==> src/rtl/wb_pipe_arbiter.sv <==
// Arbitrates NCH pipelined Wishbone masters onto one slave bus, with fixed-priority or
// round-robin selection, a per-grant outstanding-transfer limit and an ack timeout.
module wb_pipe_arbiter #(
  parameter int unsigned NCH     = 2,
  parameter int unsigned AW      = 32,
  parameter int unsigned DW      = 32,
  parameter int unsigned MODE    = 0,
  parameter int unsigned MAXOUT  = 4,
  parameter int unsigned TIMEOUT = 255
) (
  input  logic                   clk_i,
  input  logic                   rst_i,
  input  logic [NCH-1:0]         m_cyc_i,
  input  logic [NCH-1:0]         m_stb_i,
  input  logic [NCH-1:0]         m_we_i,
  input  logic [NCH*AW-1:0]      m_adr_i,
  input  logic [NCH*(DW/8)-1:0]  m_sel_i,
  input  logic [NCH*DW-1:0]      m_dat_i,
  output logic [DW-1:0]          m_dat_o,
  output logic [NCH-1:0]         m_ack_o,
  output logic [NCH-1:0]         m_err_o,
  output logic [NCH-1:0]         m_stall_o,
  output logic                   s_cyc_o,
  output logic                   s_stb_o,
  output logic                   s_we_o,
  output logic [AW-1:0]          s_adr_o,
  output logic [DW/8-1:0]        s_sel_o,
  output logic [DW-1:0]          s_dat_o,
  input  logic [DW-1:0]          s_dat_i,
  input  logic                   s_ack_i,
  input  logic                   s_err_i,
  input  logic                   s_stall_i,
  output logic [NCH-1:0]         gnt_o
);

  localparam int unsigned SW = DW / 8;
  localparam int unsigned IW = (NCH > 1) ? $clog2(NCH) : 1;
  localparam int unsigned OW = $clog2(MAXOUT + 1);
  localparam int unsigned TW = (TIMEOUT > 0) ? $clog2(TIMEOUT + 1) : 1;
  localparam logic [OW-1:0] MaxOut     = OW'(MAXOUT);
  localparam logic [TW-1:0] TimeoutVal = TW'(TIMEOUT);

  typedef enum logic [1:0] {StIdle, StGrant, StAbort} state_e;

  state_e         state_q, state_d;
  logic [NCH-1:0] gnt_q, gnt_d;
  logic [IW-1:0]  ptr_q, ptr_d;
  logic [OW-1:0]  outst_q, outst_d;
  logic [TW-1:0]  timer_q, timer_d;

  logic           win_valid;
  logic [IW-1:0]  win_idx;
  logic [NCH-1:0] win_oh;
  logic [IW-1:0]  ptr_nxt;

  logic           sel_cyc, sel_stb, sel_we;
  logic [AW-1:0]  sel_adr;
  logic [SW-1:0]  sel_sel;
  logic [DW-1:0]  sel_dat;

  logic in_grant, full, has_out, resp, accept, timeout_hit, stall_g;

  // Round robin: first pass only considers channels at or after the pointer, second wraps.
  always_comb begin
    win_valid = 1'b0;
    win_idx   = '0;
    win_oh    = '0;
    for (int k = 0; k < NCH; k++) begin
      if (!win_valid && m_cyc_i[k] && ((MODE == 0) || (k >= int'(ptr_q)))) begin
        win_valid = 1'b1;
        win_idx   = IW'(k);
        win_oh[k] = 1'b1;
      end
    end
    for (int k = 0; k < NCH; k++) begin
      if (!win_valid && m_cyc_i[k]) begin
        win_valid = 1'b1;
        win_idx   = IW'(k);
        win_oh[k] = 1'b1;
      end
    end
    ptr_nxt = (32'(win_idx) == NCH - 1) ? '0 : win_idx + 1'b1;
  end

  always_comb begin
    sel_cyc = 1'b0;
    sel_stb = 1'b0;
    sel_we  = 1'b0;
    sel_adr = '0;
    sel_sel = '0;
    sel_dat = '0;
    for (int k = 0; k < NCH; k++) begin
      if (gnt_q[k]) begin
        sel_cyc = m_cyc_i[k];
        sel_stb = m_stb_i[k];
        sel_we  = m_we_i[k];
        sel_adr = m_adr_i[k*AW +: AW];
        sel_sel = m_sel_i[k*SW +: SW];
        sel_dat = m_dat_i[k*DW +: DW];
      end
    end
  end

  always_comb begin
    in_grant    = (state_q == StGrant);
    full        = (outst_q == MaxOut);
    has_out     = (outst_q != '0);
    // Responses with nothing outstanding, or after the master let go, are dropped.
    resp        = (s_ack_i | s_err_i) & has_out & in_grant & sel_cyc;
    timeout_hit = (TIMEOUT != 0) && in_grant && sel_cyc && has_out &&
                  !(s_ack_i | s_err_i) && (timer_q == TimeoutVal);

    s_cyc_o = in_grant & sel_cyc;
    s_stb_o = in_grant & sel_cyc & sel_stb & ~full;
    s_we_o  = in_grant & sel_we;
    s_adr_o = in_grant ? sel_adr : '0;
    s_sel_o = in_grant ? sel_sel : '0;
    s_dat_o = in_grant ? sel_dat : '0;
    accept  = s_stb_o & ~s_stall_i;

    stall_g   = ~in_grant | s_stall_i | full;
    m_stall_o = ~gnt_q | {NCH{stall_g}};
    m_ack_o   = gnt_q & {NCH{resp & s_ack_i}};
    m_err_o   = gnt_q & {NCH{(resp & s_err_i) | timeout_hit}};
    m_dat_o   = s_dat_i;
    gnt_o     = gnt_q;
  end

  always_comb begin
    state_d = state_q;
    gnt_d   = gnt_q;
    ptr_d   = ptr_q;
    outst_d = outst_q;
    timer_d = timer_q;
    unique case (state_q)
      StIdle: begin
        if (win_valid) begin
          state_d = StGrant;
          gnt_d   = win_oh;
          outst_d = '0;
          timer_d = '0;
          if (MODE == 1) ptr_d = ptr_nxt;
        end
      end
      StGrant: begin
        if (!sel_cyc) begin
          state_d = StIdle;
          gnt_d   = '0;
          outst_d = '0;
          timer_d = '0;
        end else if (timeout_hit) begin
          state_d = StAbort;
          outst_d = '0;
          timer_d = '0;
        end else begin
          if (accept && !resp)      outst_d = outst_q + 1'b1;
          else if (!accept && resp) outst_d = outst_q - 1'b1;
          if (resp || !has_out || (TIMEOUT == 0)) timer_d = '0;
          else                                    timer_d = timer_q + 1'b1;
        end
      end
      StAbort: begin
        if (!sel_cyc) begin
          state_d = StIdle;
          gnt_d   = '0;
        end
      end
      default: state_d = StIdle;
    endcase
  end

  always_ff @(posedge clk_i or negedge rst_i) begin
    if (!rst_i) begin
      state_q <= StIdle;
      gnt_q   <= '0;
      ptr_q   <= '0;
      outst_q <= '0;
      timer_q <= '0;
    end else begin
      state_q <= state_d;
      gnt_q   <= gnt_d;
      ptr_q   <= ptr_d;
      outst_q <= outst_d;
      timer_q <= timer_d;
    end
  end

endmodule

==> config.mk <==
export PLATFORM = sky130hd
export DESIGN_NAME = wb_pipe_arbiter
export DESIGN_NICKNAME = d
export VERILOG_FILES = /design/src/rtl/wb_pipe_arbiter.sv
export SDC_FILE = /design/constraint.sdc
export NUM_CORES = 1
export LEC_CHECK = 0
export ABC_AREA = 1
export BUFFER_PORTS_ARGS = -buffer_cell sky130_fd_sc_hd__buf_2
export CAP_MARGIN = 30
export CORE_AREA = 2 2 114 116
export DETAILED_ROUTE_END_ITERATION = 10
export DIE_AREA = 0 0 116 118
export HOLD_SLACK_MARGIN = 0.12
export PLACE_DENSITY = 0.62
export SYNTH_ARGS = -nofsm -noshare
export SYNTH_HDL_FRONTEND = slang
export SYNTH_SLANG_ARGS = --single-unit
==> constraint.sdc <==
create_clock -name clk_i -period 3.9 [get_ports clk_i]
set_input_delay 0.585 -clock clk_i [delete_from_list [all_inputs] [get_ports clk_i]]
set_output_delay 0.585 -clock clk_i [all_outputs]
set_load 0.05 [all_outputs]
==> out/metrics.yaml <==
drtIter0Drc: 159
p_clk_frac: 0.100
finClkSkew_ns: 0.00272
p_int_mw: 0.671
path_cells: "inv_1 > ha_1 > inv_2 > buf_4 > a21oi_1 > buf_2"
seqPwrFrac: 0.109
grt-ovfl-total: 0
worst_slew_pin_slew_ns: 0.767
drc: 0
synth_edf_count: 0
total_leakage_power_nw: 1.79
finalCoreUtilization: 0.274
whs_ns: 0.239
row_count: 41
wl_per_cell_um: 12.7
reg2reg_slack_ns: 1.52
slowest_stage: "inv_2"
peakVddDrop_v: 0.000178
synth_top_area_cell: "nand2_1"
ctsRootBufferMaster: "clkbuf_16"
worst_slack_ns: 1.05
die_y_um: 118
cts_buffer_depth: 2
min-delay-path-class: "in2async"
grt_pass1_vias: 2906
cts_hold_buffers: 0
synth_ff_type: "dfrtp_1"
mostFrequentLayoutCell: "buf_2"
swShare: 0.669
antenna_left: 0
cpPeakStageDelay_ns: 0.56
place_hpwl_um: 7720
drt_pre_antenna_iters: 4
start_kind: "flop"
cts_tree: "built"
ys_top_cells_by_area: "nand2_1, dfrtp_1, a21oi_1"
initial_core_util: 0.184
vias_per_cell: 4.24
fin_cells: 756
ys_seq_area_frac: 0.164
min_period_ns: 2.85
tns_ns: 0
crit_path_end_kind: "output port"
status: "completed"
die_w_um: 116
grt_start_max_net_pins: 59
p_per_area_nw_per_um2: 596
fp.dieArea_um2: 13700
wl_um: 9590
synth_top_area_share: 0.274
cap_violations: 0
place_ws_ns: 1.24
netSwitchingPower_mw: 1.36
clk_pin_slew_ns: 0.05
crit_type: "reg2out"
vias: 3203
synthesis.area_um2: 2290
cp.required_ns: 3.31
rsz0062_at_grt: "no"
final_cell_mix: "buf_2, nand2_1, a21oi_1"
fin_crit_sh: 0.732
setup_viol: 0
n_antenna_cell: 0
cts_max_level: 1
synthArstFlopShare: 1.00
drive_gt1_frac: 0.435
reg2regPathDepth: 12
synth_area_per_cell_um2: 5.62
antenna_found_initial: 1
clock_latency_ns: 0.25
synthDistinctLibCells: 34
hold_violations: 0
cp_data_arrival_time_ns: 2.27
ioPinCount: 290
comb_power_share: 0.791
cts_setup_buffers: 0
core_um2: 12400
dp.cells: 752
cp_max_fo: 43
grt_first_pass_wirelength_um: 14200
slew_headroom: 0.489
cts_buffers: 3
r2r_end: "outst_q[2]"
grt_use_total: 0.129
area_growth_pct: 48.6
fin_nets: 769
ys_ff_latch: 15
slew_violations: 0
yosysWarnings: 0
ctsResizeCount: 0
cts.sinks: 15
fmax_ghz: 0.351
r2r_start: "gnt_o[1]"
netlist_instances: 407
gp_routability_congestion: 0.859
port_buffers: 225
syn-num-nets: 591
-- metrics by stage --
stage / cell area (µm²) / total power [mW]
after floorplan: 2290 / 1.53
after global placement: 3320 / 1.84
after CTS: 3400 / 2.06
after detailed placement: 3320 / 1.84
after global routing: 3400 / 2.19
final: 3400 / 2.03
-- area by class of cell --
type	instances	area, µm²
multi-input cells	311	1470
repair buffers	228	1160
fillers	1461	9010
clock inverters	1	5.00
well taps	172	215
inverters	26	97.6
flip-flops and latches	15	377
clock buffers	3	75.1
-- layer usage --
layer / global-route usage / wire length [µm] / vias to the layer above
li1: - / - / 1623
met1: 0.155 / 3840 / 1386
met2: 0.225 / 4560 / 169
met3: 0.0350 / 989 / 23
met4: 0.0327 / 184 / 2
met5: 0 / 7 / -
-- flip-flops by register name, summed over array words and instances (netlist names) --
register  count
state_q       2
outst_q       3
gnt_o         2
timer_q       8
-- cell families (layout without fill, tap and decap cells) --
group | Yosys count | count (layout) | share of synthesized area
flip-flops | 15 | 15 | 0.164
XOR/XNOR | 4 | 4 | 0.0153
AO/OA/AOI/OAI | 88 | 88 | 0.200
buffers and inverters | 81 | 258 | 0.196
AND/OR/NAND/NOR | 214 | 214 | 0.395
adder cells (fa/ha/maj) | 5 | 5 | 0.0306
-- cell usage after synthesis (2+ instances only) --
library cell,n
nor2_1,10
ha_1,4
nand2_1,167
buf_2,7
nor2_2,4
o21ai_1,4
nand2_2,5
buf_4,34
a21oi_1,74
nor2_4,2
nand4_1,5
o21ai_0,4
inv_2,5
clkbuf_1,12
dfrtp_1,15
xor2_1,3
nand3_1,16
inv_1,20
-- power groups by stage --
stage,clock [mW],combinational (mW),sequential [mW]
final,0.203,1.60,0.221
after global routing,0.218,1.74,0.226
after CTS,0.210,1.63,0.222
after detailed placement,0,1.62,0.225
after global placement,0,1.62,0.223
after floorplan,0,1.32,0.215
-- worst max-delay path by stage --
stage / slack, ns / to / start
after floorplan: 1.07 / m_ack_o[0] / gnt_o[1]
after global placement: 1.25 / s_dat_o[26] / state_q[1]
after detailed placement: 1.24 / s_dat_o[28] / state_q[1]
after CTS: 0.96 / s_dat_o[28] / state_q[1]
after global routing: 0.82 / s_dat_o[27] / state_q[1]
final: 1.05 / s_dat_o[27] / state_q[1]
-- worst max-delay path, delay by kind of cell, from the launching register on --
kind                     cells  cell delay [ns]
flip-flops                   1             0.34
adder cells (fa/ha/maj)      1             0.26
AO/OA/AOI/OAI                1             0.11
buffers and inverters        4             1.29
Note: power is estimated with default switching activity, not from simulation.
